**src/rtl/com_uart_pkg.sv**
```systemverilog
// rtl/com_uart_pkg.sv - shared baud encodes, FSM states and frame constants for the UART receive path
package com_uart_pkg;

    localparam int UART_DATA_W = 8;
    localparam int UART_OVS    = 16;

    localparam logic [1:0] BD4800_ENCODE  = 2'd0;
    localparam logic [1:0] BD9600_ENCODE  = 2'd1;
    localparam logic [1:0] BD19200_ENCODE = 2'd2;
    localparam logic [1:0] BD38400_ENCODE = 2'd3;

    typedef enum logic [2:0] {
        IDLE,
        START,
        DATA,
        PARITY,
        STOP
    } rx_state_e;

    // Each step down from 38400 doubles the oversample period.
    function automatic logic [1:0] bd_shift(input logic [1:0] sel);
        return BD38400_ENCODE - sel;
    endfunction

endpackage

```
**src/rtl/com_uart_rx_tick_gen.sv**
```systemverilog
// rtl/com_uart_rx_tick_gen.sv - 16x oversample tick divider and per-bit tick counter with mid-bit sample point
module com_uart_rx_tick_gen
    import com_uart_pkg::*;
#(
    parameter int OVS_DIV38400 = 203
) (
    input  logic       clk,
    input  logic       rst_n,
    input  logic       clear,
    input  logic [1:0] sel,
    output logic       tick,
    output logic       sample_pt
);

    localparam int DIV_W = $clog2(OVS_DIV38400 * 8 + 1);
    localparam int TCK_W = $clog2(UART_OVS);
    localparam logic [TCK_W-1:0] SAMPLE_TICK = TCK_W'(UART_OVS / 2 - 1);

    logic [DIV_W-1:0] period;
    logic [DIV_W-1:0] div_cnt_q;
    logic [DIV_W-1:0] div_cnt_d;
    logic [TCK_W-1:0] tick_cnt_q;
    logic [TCK_W-1:0] tick_cnt_d;

    assign period = DIV_W'(OVS_DIV38400) << bd_shift(sel);
    assign tick   = (div_cnt_q >= period - 1'b1);

    // The sample point is the tick that advances tick_cnt to 7, so the
    // receiver acts exactly 7 periods after the counters were cleared.
    assign sample_pt = tick && (tick_cnt_q == SAMPLE_TICK - 1'b1);

    always_comb begin
        div_cnt_d  = div_cnt_q + 1'b1;
        tick_cnt_d = tick_cnt_q;
        if (clear) begin
            div_cnt_d  = '0;
            tick_cnt_d = '0;
        end else if (tick) begin
            div_cnt_d  = '0;
            tick_cnt_d = tick_cnt_q + 1'b1;
        end
    end

    always_ff @(posedge clk or negedge rst_n) begin
        if (!rst_n) begin
            div_cnt_q  <= '0;
            tick_cnt_q <= '0;
        end else begin
            div_cnt_q  <= div_cnt_d;
            tick_cnt_q <= tick_cnt_d;
        end
    end

endmodule

```
**src/rtl/com_uart_receiver_ctrl.sv**
```systemverilog
// rtl/com_uart_receiver_ctrl.sv - 16x oversampled UART frame receiver with valid/ready byte output; COM_UART_RX_PARITY_EN adds a parity bit
module com_uart_receiver_ctrl
    import com_uart_pkg::*;
#(
    parameter int OVS_DIV38400 = 203,
    parameter int PARITY_ODD   = 0
) (
    input  logic                   clk,
    input  logic                   rst_n,
    input  logic [1:0]             baudrate_sel,
    input  logic                   rx_port,
    output logic [UART_DATA_W-1:0] rx_data,
    output logic                   rx_valid,
    input  logic                   rx_ready,
    output logic                   rx_frame_err,
    output logic                   rx_parity_err,
    output logic                   rx_overrun,
    output logic                   stop_cond,
    output logic                   rx_busy
);

    localparam int BC_W = $clog2(UART_DATA_W);
    localparam logic [BC_W-1:0] LAST_BIT = BC_W'(UART_DATA_W - 1);

    logic                   rx_meta_q;
    logic                   rx_s_q;
    logic                   rx_prev_q;
    logic                   fall_edge;

    rx_state_e              state_q;
    logic [1:0]             sel_q;
    logic [UART_DATA_W-1:0] shreg_q;
    logic [BC_W-1:0]        bit_cnt_q;
    logic                   frame_err_st_q;
    logic                   busy_q;
    logic                   stop_cond_q;

    logic [UART_DATA_W-1:0] data_q;
    logic                   valid_q;
    logic                   frame_err_q;
    logic                   overrun_q;

    logic                   tick_unused;
    logic                   sample_pt;

    always_ff @(posedge clk or negedge rst_n) begin
        if (!rst_n) begin
            rx_meta_q <= 1'b1;
            rx_s_q    <= 1'b1;
            rx_prev_q <= 1'b1;
        end else begin
            rx_meta_q <= rx_port;
            rx_s_q    <= rx_meta_q;
            rx_prev_q <= rx_s_q;
        end
    end

    assign fall_edge = rx_prev_q && !rx_s_q;

    com_uart_rx_tick_gen #(
        .OVS_DIV38400(OVS_DIV38400)
    ) u_tick_gen (
        .clk      (clk),
        .rst_n    (rst_n),
        .clear    (state_q == IDLE),
        .sel      (sel_q),
        .tick     (tick_unused),
        .sample_pt(sample_pt)
    );

`ifdef COM_UART_RX_PARITY_EN
    localparam logic PAR_ODD = (PARITY_ODD != 0);
    logic parity_err_st_q;
    logic parity_err_q;
`else
    logic unused_parity_odd;
    assign unused_parity_odd = (PARITY_ODD != 0);
`endif

    always_ff @(posedge clk or negedge rst_n) begin
        if (!rst_n) begin
            state_q         <= IDLE;
            sel_q           <= BD38400_ENCODE;
            shreg_q         <= '0;
            bit_cnt_q       <= '0;
            frame_err_st_q  <= 1'b0;
            busy_q          <= 1'b0;
            stop_cond_q     <= 1'b0;
`ifdef COM_UART_RX_PARITY_EN
            parity_err_st_q <= 1'b0;
`endif
        end else begin
            stop_cond_q <= 1'b0;
            case (state_q)
                IDLE: begin
                    if (fall_edge) begin
                        sel_q     <= baudrate_sel;
                        bit_cnt_q <= '0;
                        busy_q    <= 1'b1;
                        state_q   <= START;
                    end
                end
                START: begin
                    if (sample_pt) begin
                        if (!rx_s_q) begin
                            state_q <= DATA;
                        end else begin
                            state_q <= IDLE;
                            busy_q  <= 1'b0;
                        end
                    end
                end
                DATA: begin
                    if (sample_pt) begin
                        shreg_q   <= {rx_s_q, shreg_q[UART_DATA_W-1:1]};
                        bit_cnt_q <= bit_cnt_q + 1'b1;
                        if (bit_cnt_q == LAST_BIT) begin
`ifdef COM_UART_RX_PARITY_EN
                            state_q <= PARITY;
`else
                            state_q <= STOP;
`endif
                        end
                    end
                end
`ifdef COM_UART_RX_PARITY_EN
                PARITY: begin
                    if (sample_pt) begin
                        parity_err_st_q <= (^shreg_q) ^ rx_s_q ^ PAR_ODD;
                        state_q         <= STOP;
                    end
                end
`endif
                STOP: begin
                    // The cycle after the stop sample hands the byte to the
                    // output register; the rest of the stop bit is spent in IDLE.
                    if (stop_cond_q) begin
                        state_q <= IDLE;
                        busy_q  <= 1'b0;
                    end else if (sample_pt) begin
                        stop_cond_q    <= 1'b1;
                        frame_err_st_q <= !rx_s_q;
                    end
                end
                default: begin
                    state_q <= IDLE;
                    busy_q  <= 1'b0;
                end
            endcase
        end
    end

    always_ff @(posedge clk or negedge rst_n) begin
        if (!rst_n) begin
            data_q       <= '0;
            valid_q      <= 1'b0;
            frame_err_q  <= 1'b0;
            overrun_q    <= 1'b0;
`ifdef COM_UART_RX_PARITY_EN
            parity_err_q <= 1'b0;
`endif
        end else begin
            overrun_q <= 1'b0;
            if (stop_cond_q) begin
                if (!valid_q || rx_ready) begin
                    data_q       <= shreg_q;
                    frame_err_q  <= frame_err_st_q;
                    valid_q      <= 1'b1;
`ifdef COM_UART_RX_PARITY_EN
                    parity_err_q <= parity_err_st_q;
`endif
                end else begin
                    overrun_q <= 1'b1;
                end
            end else if (valid_q && rx_ready) begin
                valid_q <= 1'b0;
            end
        end
    end

    assign rx_data      = data_q;
    assign rx_valid     = valid_q;
    assign rx_frame_err = frame_err_q;
    assign rx_overrun   = overrun_q;
    assign stop_cond    = stop_cond_q;
    assign rx_busy      = busy_q;
`ifdef COM_UART_RX_PARITY_EN
    assign rx_parity_err = parity_err_q;
`else
    assign rx_parity_err = 1'b0;
`endif

endmodule
```
**config.mk**
```make
export PLATFORM = sky130hd
export DESIGN_NAME = com_uart_receiver_ctrl
export DESIGN_NICKNAME = d
export VERILOG_FILES = /design/src/rtl/com_uart_pkg.sv /design/src/rtl/com_uart_rx_tick_gen.sv /design/src/rtl/com_uart_receiver_ctrl.sv
export SDC_FILE = /design/constraint.sdc
export NUM_CORES = 1
export LEC_CHECK = 0
export ABC_AREA = 0
export ABC_CLOCK_PERIOD_IN_PS = 2900
export BUFFER_PORTS_ARGS = -buffer_cell sky130_fd_sc_hd__buf_4
export CAP_MARGIN = 5
export CORE_MARGIN = 5
export CORE_UTILIZATION = 40
export CTS_BUF_LIST = sky130_fd_sc_hd__clkbuf_8
export DETAILED_ROUTE_END_ITERATION = 12
export GPL_ROUTABILITY_DRIVEN = 0
export GPL_TIMING_DRIVEN = 0
export PLACE_DENSITY_LB_ADDON = 0.12
export SYNTH_ARGS = -nofsm -noshare
export SYNTH_HDL_FRONTEND = slang
export SYNTH_SLANG_ARGS = --single-unit
```
**constraint.sdc**
```tcl
create_clock -name clk -period 2.9 [get_ports clk]
set_input_delay 0.29 -clock clk [delete_from_list [all_inputs] [get_ports clk]]
set_output_delay 0.29 -clock clk [all_outputs]
set_load 0.05 [all_outputs]
```
==> impl_metrics.yaml, run 1 <==
timing:
  worst_pin_slew_ps: 614.7
  max_slew_margin_pct: 59.02
  fin_crit_sh_pct: 94.85
  fin_ws_ps: 149.3
  holdWs_ps: -21.11
  finalSetupViolCount: 0
  period_needed_ps: 2751
  max_clock_freq_mhz: 363.5
  slew_viol_final: 0
  finalHoldViolCount: 13
  rsz0062_at_grt: "true"
  clock_skew_ps: 11.85
grt:
  grt_pass1_wl_mm: 9.190
  grt_max_degree: 49
  grt.total_usage_pct: 13.37
  antenna_found_initial: 0
  grt_pass1_vias: 1881
  grt.overflow.total: 0
clock_network:
  clk_path_buf_depth: 2
  cts_inserted_buffers: 5
  clk_pin_slew_ps: 100
  clock_sinks: 48
  cts-htree-levels: 2
  cts_tree: "yes"
  clkLatencyLatePin_ps: 310
  root_buffer: "clkbuf_8"
floorplan:
  core_area_sq_um: 6681
  num_rows: 30
  boundaryPins: 20
  die_area_sq_um: 8482
  fp.dieW_um: 92.10
  initial_core_util_pct: 40.36
  die_y_um: 92.10
synthesis:
  synth_area_per_cell_sq_um: 9.877
  synth_seq_cells: 48
  syn_area_sq_um: 2696
  ys_types: 47
  synth_nets: 301
  async_reset_ff_share_pct: 100.0
  ys_warn_count: 0
  yosysSeqAreaShare_pct: 44.78
  synth_ff_type: "dfrtp_1"
  synth_edf_count: 0
  syn_inst: 273
cells_and_area:
  seq_area_sq_um: 1207
  fin_nets: 333
  design_area_sq_um: 3147
  diodes: 0
  nFillCells: 630
  multiInputGateArea_sq_um: 1393
  area_growth_pct: 16.71
  drive_above_1_share_pct: 22.22
hold_path:
  worstHoldPathType: "primary input to async pin"
routing:
  wire_per_inst_um: 13.94
  drt-vias-per-instance: 5.181
  first_iter_violations: 56
  first_pass_iters: 4
  drc_errors: 0
  ant_nets: 0
  routed_wl_mm: 5.382
  num_vias: 2000
power_and_ir_drop:
  peakVddDrop_uv: 254.1
  total_power_w: 0.002005
  pwr_density_cell_nw_per_um2: 637.3
  p_leak_nw: 1.524
setup_path:
  path_cells: "inv_4 > ha_4 > inv_1 > and3_1 > xnor2_1 > ha_1 > buf_4 > nand3_1 > o21a_2 > buf_4 > nor2_1 > o22ai_1"
  cp.required_ps: 3090
  crit_top_cell: "buf_4"
  cp_slowest_cell: "dfstp_2"
  worstPathArrival_ps: 2940
  critical_path.max_fanout: 5
  critical_path_class: "flip-flop to flip-flop"
  critPathLaunchType: "flip-flop"
  cpPeakStageDelay_ps: 600
  worst_setup_path_end_kind: "flip-flop"
run_status:
  violations: "negative hold slack"
  status: "finished, violations left"
run:
  cap_violations: 0
place:
  dp_slack_ps: -266.7
  placed_area_sq_um: 2932
  post-dp-hpwl_mm: 3.769
  portBuffers: 18
[cell usage after synthesis, drive strengths merged, types with 2 or more instances]
library cell,instances,area [sq um]
a21boi,3,22.52
a21o,5,37.54
a21oi,7,35.03
a31oi,3,18.77
and2,4,25.02
and3,4,25.02
buf,8,51.29
clkbuf,3,11.26
dfrtp,43,1076
dfstp,5,131.4
ha,22,275.3
inv,17,63.81
mux2,10,120.1
mux2i,4,40.04
nand2,33,123.9
nand2b,6,37.54
nand3,15,75.07
nand3b,2,15.01
nor2,20,75.07
nor2b,3,18.77
nor3,2,10.01
o211ai,5,42.54
o21a,2,15.01
o21ai,17,85.08
o22ai,5,31.28
xnor2,7,61.31
xor2,5,43.79
[cells in the final DEF (no fill, tap or decap), types with 2 or more instances in the layout]
cell	netlist	routed
a31oi_1	3	3
and3_1	4	4
o22ai_1	5	5
nand2b_1	6	6
o21ai_0	4	4
mux2i_1	4	4
xor2_1	5	5
o21ai_1	13	12
nand3_1	15	15
nor2b_1	3	3
nor3_1	2	2
a21oi_1	7	6
clkinv_4	0	2
ha_1	22	21
xnor2_1	7	7
a21boi_0	2	2
dfstp_2	5	5
nand2_1	33	33
and2_1	4	4
a21o_1	5	5
o211ai_1	4	4
inv_1	16	15
dfrtp_1	43	43
buf_4	2	25
clkbuf_8	0	5
nand3b_1	2	2
mux2_2	8	8
buf_6	1	4
nor2_1	20	20
mux2_4	2	2
clkbuf_1	3	3
buf_2	5	4
[area by class of cell]
class	instances	share of cell area (%)
timing repair buffer	25	6.084
clock buffer	5	2.187
clock inverter	3	1.511
tap	80	3.181
buffer	11	2.306
multi-input combinational	197	44.25
sequential	48	38.37
inverter	17	2.107
[routing by layer]
layer  vias to the layer above  share of wire, %  track usage (%)
met2                        37                43            19.77
met1                       952                51            19.26
met3                         8               4.4            2.871
met5                         -                 0                0
li1                       1003                 -                -
met4                         0               1.6            4.579
[where the power goes]
part	leakage (nW)	internal [W]	switching (W)
registers	0.638	0.000736	0.0000738
clock network	0.0583	0.000260	0.000245
logic	0.828	0.000322	0.000368
total	1.52	0.00132	0.000687
[what timing repair did]
| item | in CTS | in global routing |
|---|---|---|
| pin swaps | 1 | 6 |
| hold endpoints to repair | 0 | 0 |
| hold buffers | 0 | 0 |
| setup endpoints to repair | 29 | 31 |
| gates resized for setup | 5 | 8 |
| buffers inserted | 3 | 4 |
[worst max-delay path: cells and delay by family, from the launching register on]
kind / cells / cell delay, ps
flops: 1 / 600
fa+ha+maj: 2 / 580
simple gates: 3 / 570
compound gates: 2 / 400
buf+inv: 4 / 390
xor+xnor: 1 / 120
[registers in the layout (all words and copies together), names as in the netlist, 2 cells and up]
register and flops:
shreg_q 8, sel_q 2, rx_data 8, bit_cnt_q 3, state_q 3, u_tick_gen.tick_cnt_q 4, u_tick_gen.div_cnt_q 11
[final timing paths]
check,start,to,slack [ps],depth (start not counted)
max reg2reg,sel_q[0]$_DFFE_PN1P_,shreg_q[2]$_DFFE_PN0P_,150,12
min in group clk,rx_port,rx_meta_q$_DFF_PN1_,90,1
min reg2reg,rx_meta_q$_DFF_PN1_,rx_s_q$_DFF_PN1_,370,0
max,sel_q[0]$_DFFE_PN1P_,shreg_q[2]$_DFFE_PN0P_,150,12
max in group asynchronous,rst_n,u_tick_gen.div_cnt_q[9]$_DFF_PN0_,2490,1
min,rst_n,u_tick_gen.div_cnt_q[3]$_DFF_PN0_,-20,1
[kinds of logic after synthesis]
kind of cell	after synthesis	share of synthesized area [%]
fa+ha+maj	22	10.21
xor+xnor	12	3.898
simple gates	95	17.35
other cells	1	0.1391
buf+inv	28	4.686
compound gates	53	12.99
mux	14	5.940
flops	48	44.78
[per-stage QoR]
| step | instances | TNS [ps] | hold WS [ps] | utilization [%] |
|---|---|---|---|---|
| 2_1_floorplan | 273 | 0 | -5.591 | - |
| 3_3_place_gp | 371 | -4089 | 346.0 | 43.88 |
| 3_5_place_dp | 371 | -4475 | 352.7 | 43.88 |
| 4_1_cts | 382 | 0 | 18.97 | 46.31 |
| 5_1_grt | 386 | -165.9 | 39.96 | 47.10 |
| 6_report | 386 | 0 | -21.11 | 47.10 |
Power figures use the tool's default switching activity.
==> run 2: changes to the inputs <==
- PLACE_DENSITY: unset -> 0.63
- PLACE_DENSITY_LB_ADDON: 0.12 -> unset
==> run 2 against run 1 <==
The run still ends with negative hold slack left; first-iteration DRC count shrank 1.8%; die area is the same; clock-buffer cell count is the same; flip-flop and latch count is the same; hold slack gained 20 ps; non-clock buffer count shrank 2; via count shrank 1.7%; combinational power shrank 2%; largest cell class unchanged.
==> impl_metrics.yaml, run 2 (synthesis gave the netlist of run 1 again) <==
power_and_ir_drop:
  peakVddDrop_uv: 325.5
  pwr_density_cell_nw_per_um2: 653.5
  p_leak_nw: 1.528
cells_and_area:
  regMostFlops: "u_tick_gen.div_cnt_q"
  fin_cells: 384
  area_growth_pct: 17.59
  layout_common_cells: "dfrtp_1 (43), nand2_1 (33), buf_4 (23), ha_1 (20), nor2_1 (19)"
  diodes: 0
  final_common_cell: "dfrtp_1"
  drive_above_1_share_pct: 23.68
  fin_nets: 331
  design_area_sq_um: 3171
  largest_reg_flops: 11
grt:
  grt.overflow.total: 0
  grt_max_degree: 49
  grt.total_usage_pct: 13.39
  antenna_found_initial: 0
  grt_pass1_wl_mm: 9.294
  grt_pass1_vias: 1947
clock_network:
  clkLatencyLatePin_ps: 300
  clk_pin_slew_ps: 90
  clk_path_buf_depth: 2
  cts_inserted_buffers: 5
  cts-htree-levels: 2
  root_buffer: "clkbuf_8"
  clock_sinks: 48
  cts_hold_buffers: 0
  cts_tree: "yes"
timing:
  fin_ws_ps: 143.6
  period_needed_ps: 2756
  clock_skew_ps: 12.23
  slew_viol_final: 0
  max_clock_freq_mhz: 362.8
  holdWs_ps: -1.530
  max_slew_margin_pct: 58.84
  finalSetupViolCount: 0
  worst_pin_slew_ps: 617.4
  finalHoldViolCount: 3
  fin_crit_sh_pct: 95.05
routing:
  first_pass_iters: 4
  met2_length_mm: 2.296
  wire_per_inst_um: 13.47
  first_iter_violations: 55
  num_vias: 1967
  wl_met1_mm: 2.521
  highest_layer: "met4"
  routed_wl_mm: 5.174
  drt-vias-per-instance: 5.122
  drc_errors: 0
  ant_nets: 0
  wl_met3_um: 301
place:
  dp_slack_ps: -317.6
  placed_cells: 371
  placed_area_sq_um: 2932
  portBuffers: 18
  post-dp-hpwl_mm: 3.666
run_status:
  status: "finished, violations left"
  violations: "negative hold slack"
setup_path:
  crit_start: "sel_q[0]$_DFFE_PN1P_"
  cp.required_ps: 3090
  r2r_cells: 12
  critical_path.max_fanout: 10
  worst_setup_path_end_kind: "flip-flop"
  worstPathArrival_ps: 2950
  critPathLaunchType: "flip-flop"
  r2r-start: "sel_q[0]$_DFFE_PN1P_"
  critical_path_class: "flip-flop to flip-flop"
floorplan:
  fp.dieW_um: 92.10
  boundaryPins: 20
  die_area_sq_um: 8482
  initial_core_util_pct: 40.36
  die_y_um: 92.10
  num_rows: 30
  core_area_sq_um: 6681
hold_path:
  worstHoldPathType: "primary input to async pin"
run:
  cap_violations: 0
[run 2: path summary, 6_finish.rpt]
check	slack, ps	to
setup / recovery	140	bit_cnt_q[2]$_DFFE_PN0P_
hold / removal	-2	u_tick_gen.tick_cnt_q[3]$_DFFE_PN0P_
setup reg to reg	140	bit_cnt_q[2]$_DFFE_PN0P_
hold reg to reg	360	rx_s_q$_DFF_PN1_
max in group asynchronous	2480	rx_data[0]$_DFFE_PN0P_
min in group clk	80	rx_meta_q$_DFF_PN1_
[run 2: per-stage QoR]
stage / setup TNS, ps / util [%] / power [W]
finish: 0 / 47.45 / 0.002072
global route: -5.566 / 47.45 / 0.002229
CTS: 0 / 46.74 / 0.002046
detailed placement: -5153 / 43.88 / 0.001398
global placement: -3732 / 43.88 / 0.001379
floorplan: 0 / - / 0.001255
[run 2: cell type report]
cell class                 instances  area, sq um
fill                             614         3511
multi-input combinational        197         1410
sequential                        48         1207
timing repair buffer              23        176.4
tap                               80        100.1
buffer                            11        72.57
clock buffer                       5        68.82
clock inverter                     3        68.82
inverter                          17        66.31
[run 2: repair_timing]
| item | in CTS | in global routing |
|---|---|---|
| gates resized for setup | 6 | 11 |
| setup endpoints to repair | 30 | 25 |
| pin swaps | 1 | 2 |
| setup buffers | 4 | 1 |
[run 2: metal layers]
metal	vias to the layer above	GRT usage (%)
met3	6	3.610
met4	0	3.342
met2	37	20.74
met1	925	18.57
li1	999	-
met5	-	0
[run 2: power by group]
part / internal (W) / switching [W] / leakage [nW]
Combinational: 0.000314 / 0.000363 / 0.822
Sequential: 0.000737 / 0.0000751 / 0.638
Clock: 0.000347 / 0.000236 / 0.0687
Total: 0.00140 / 0.000674 / 1.53
[run 2: worst max-delay path, cell delays in order, from the launching register on]
cell      delay, ps
dfstp_2         590
inv_4            70
ha_4            290
inv_2            50
and3_4          160
xnor2_2         120
ha_1            290
a21o_1          170
a221oi_2        280
o21a_2          260
buf_6           160
o21ai_1          70
nand3b_1        150
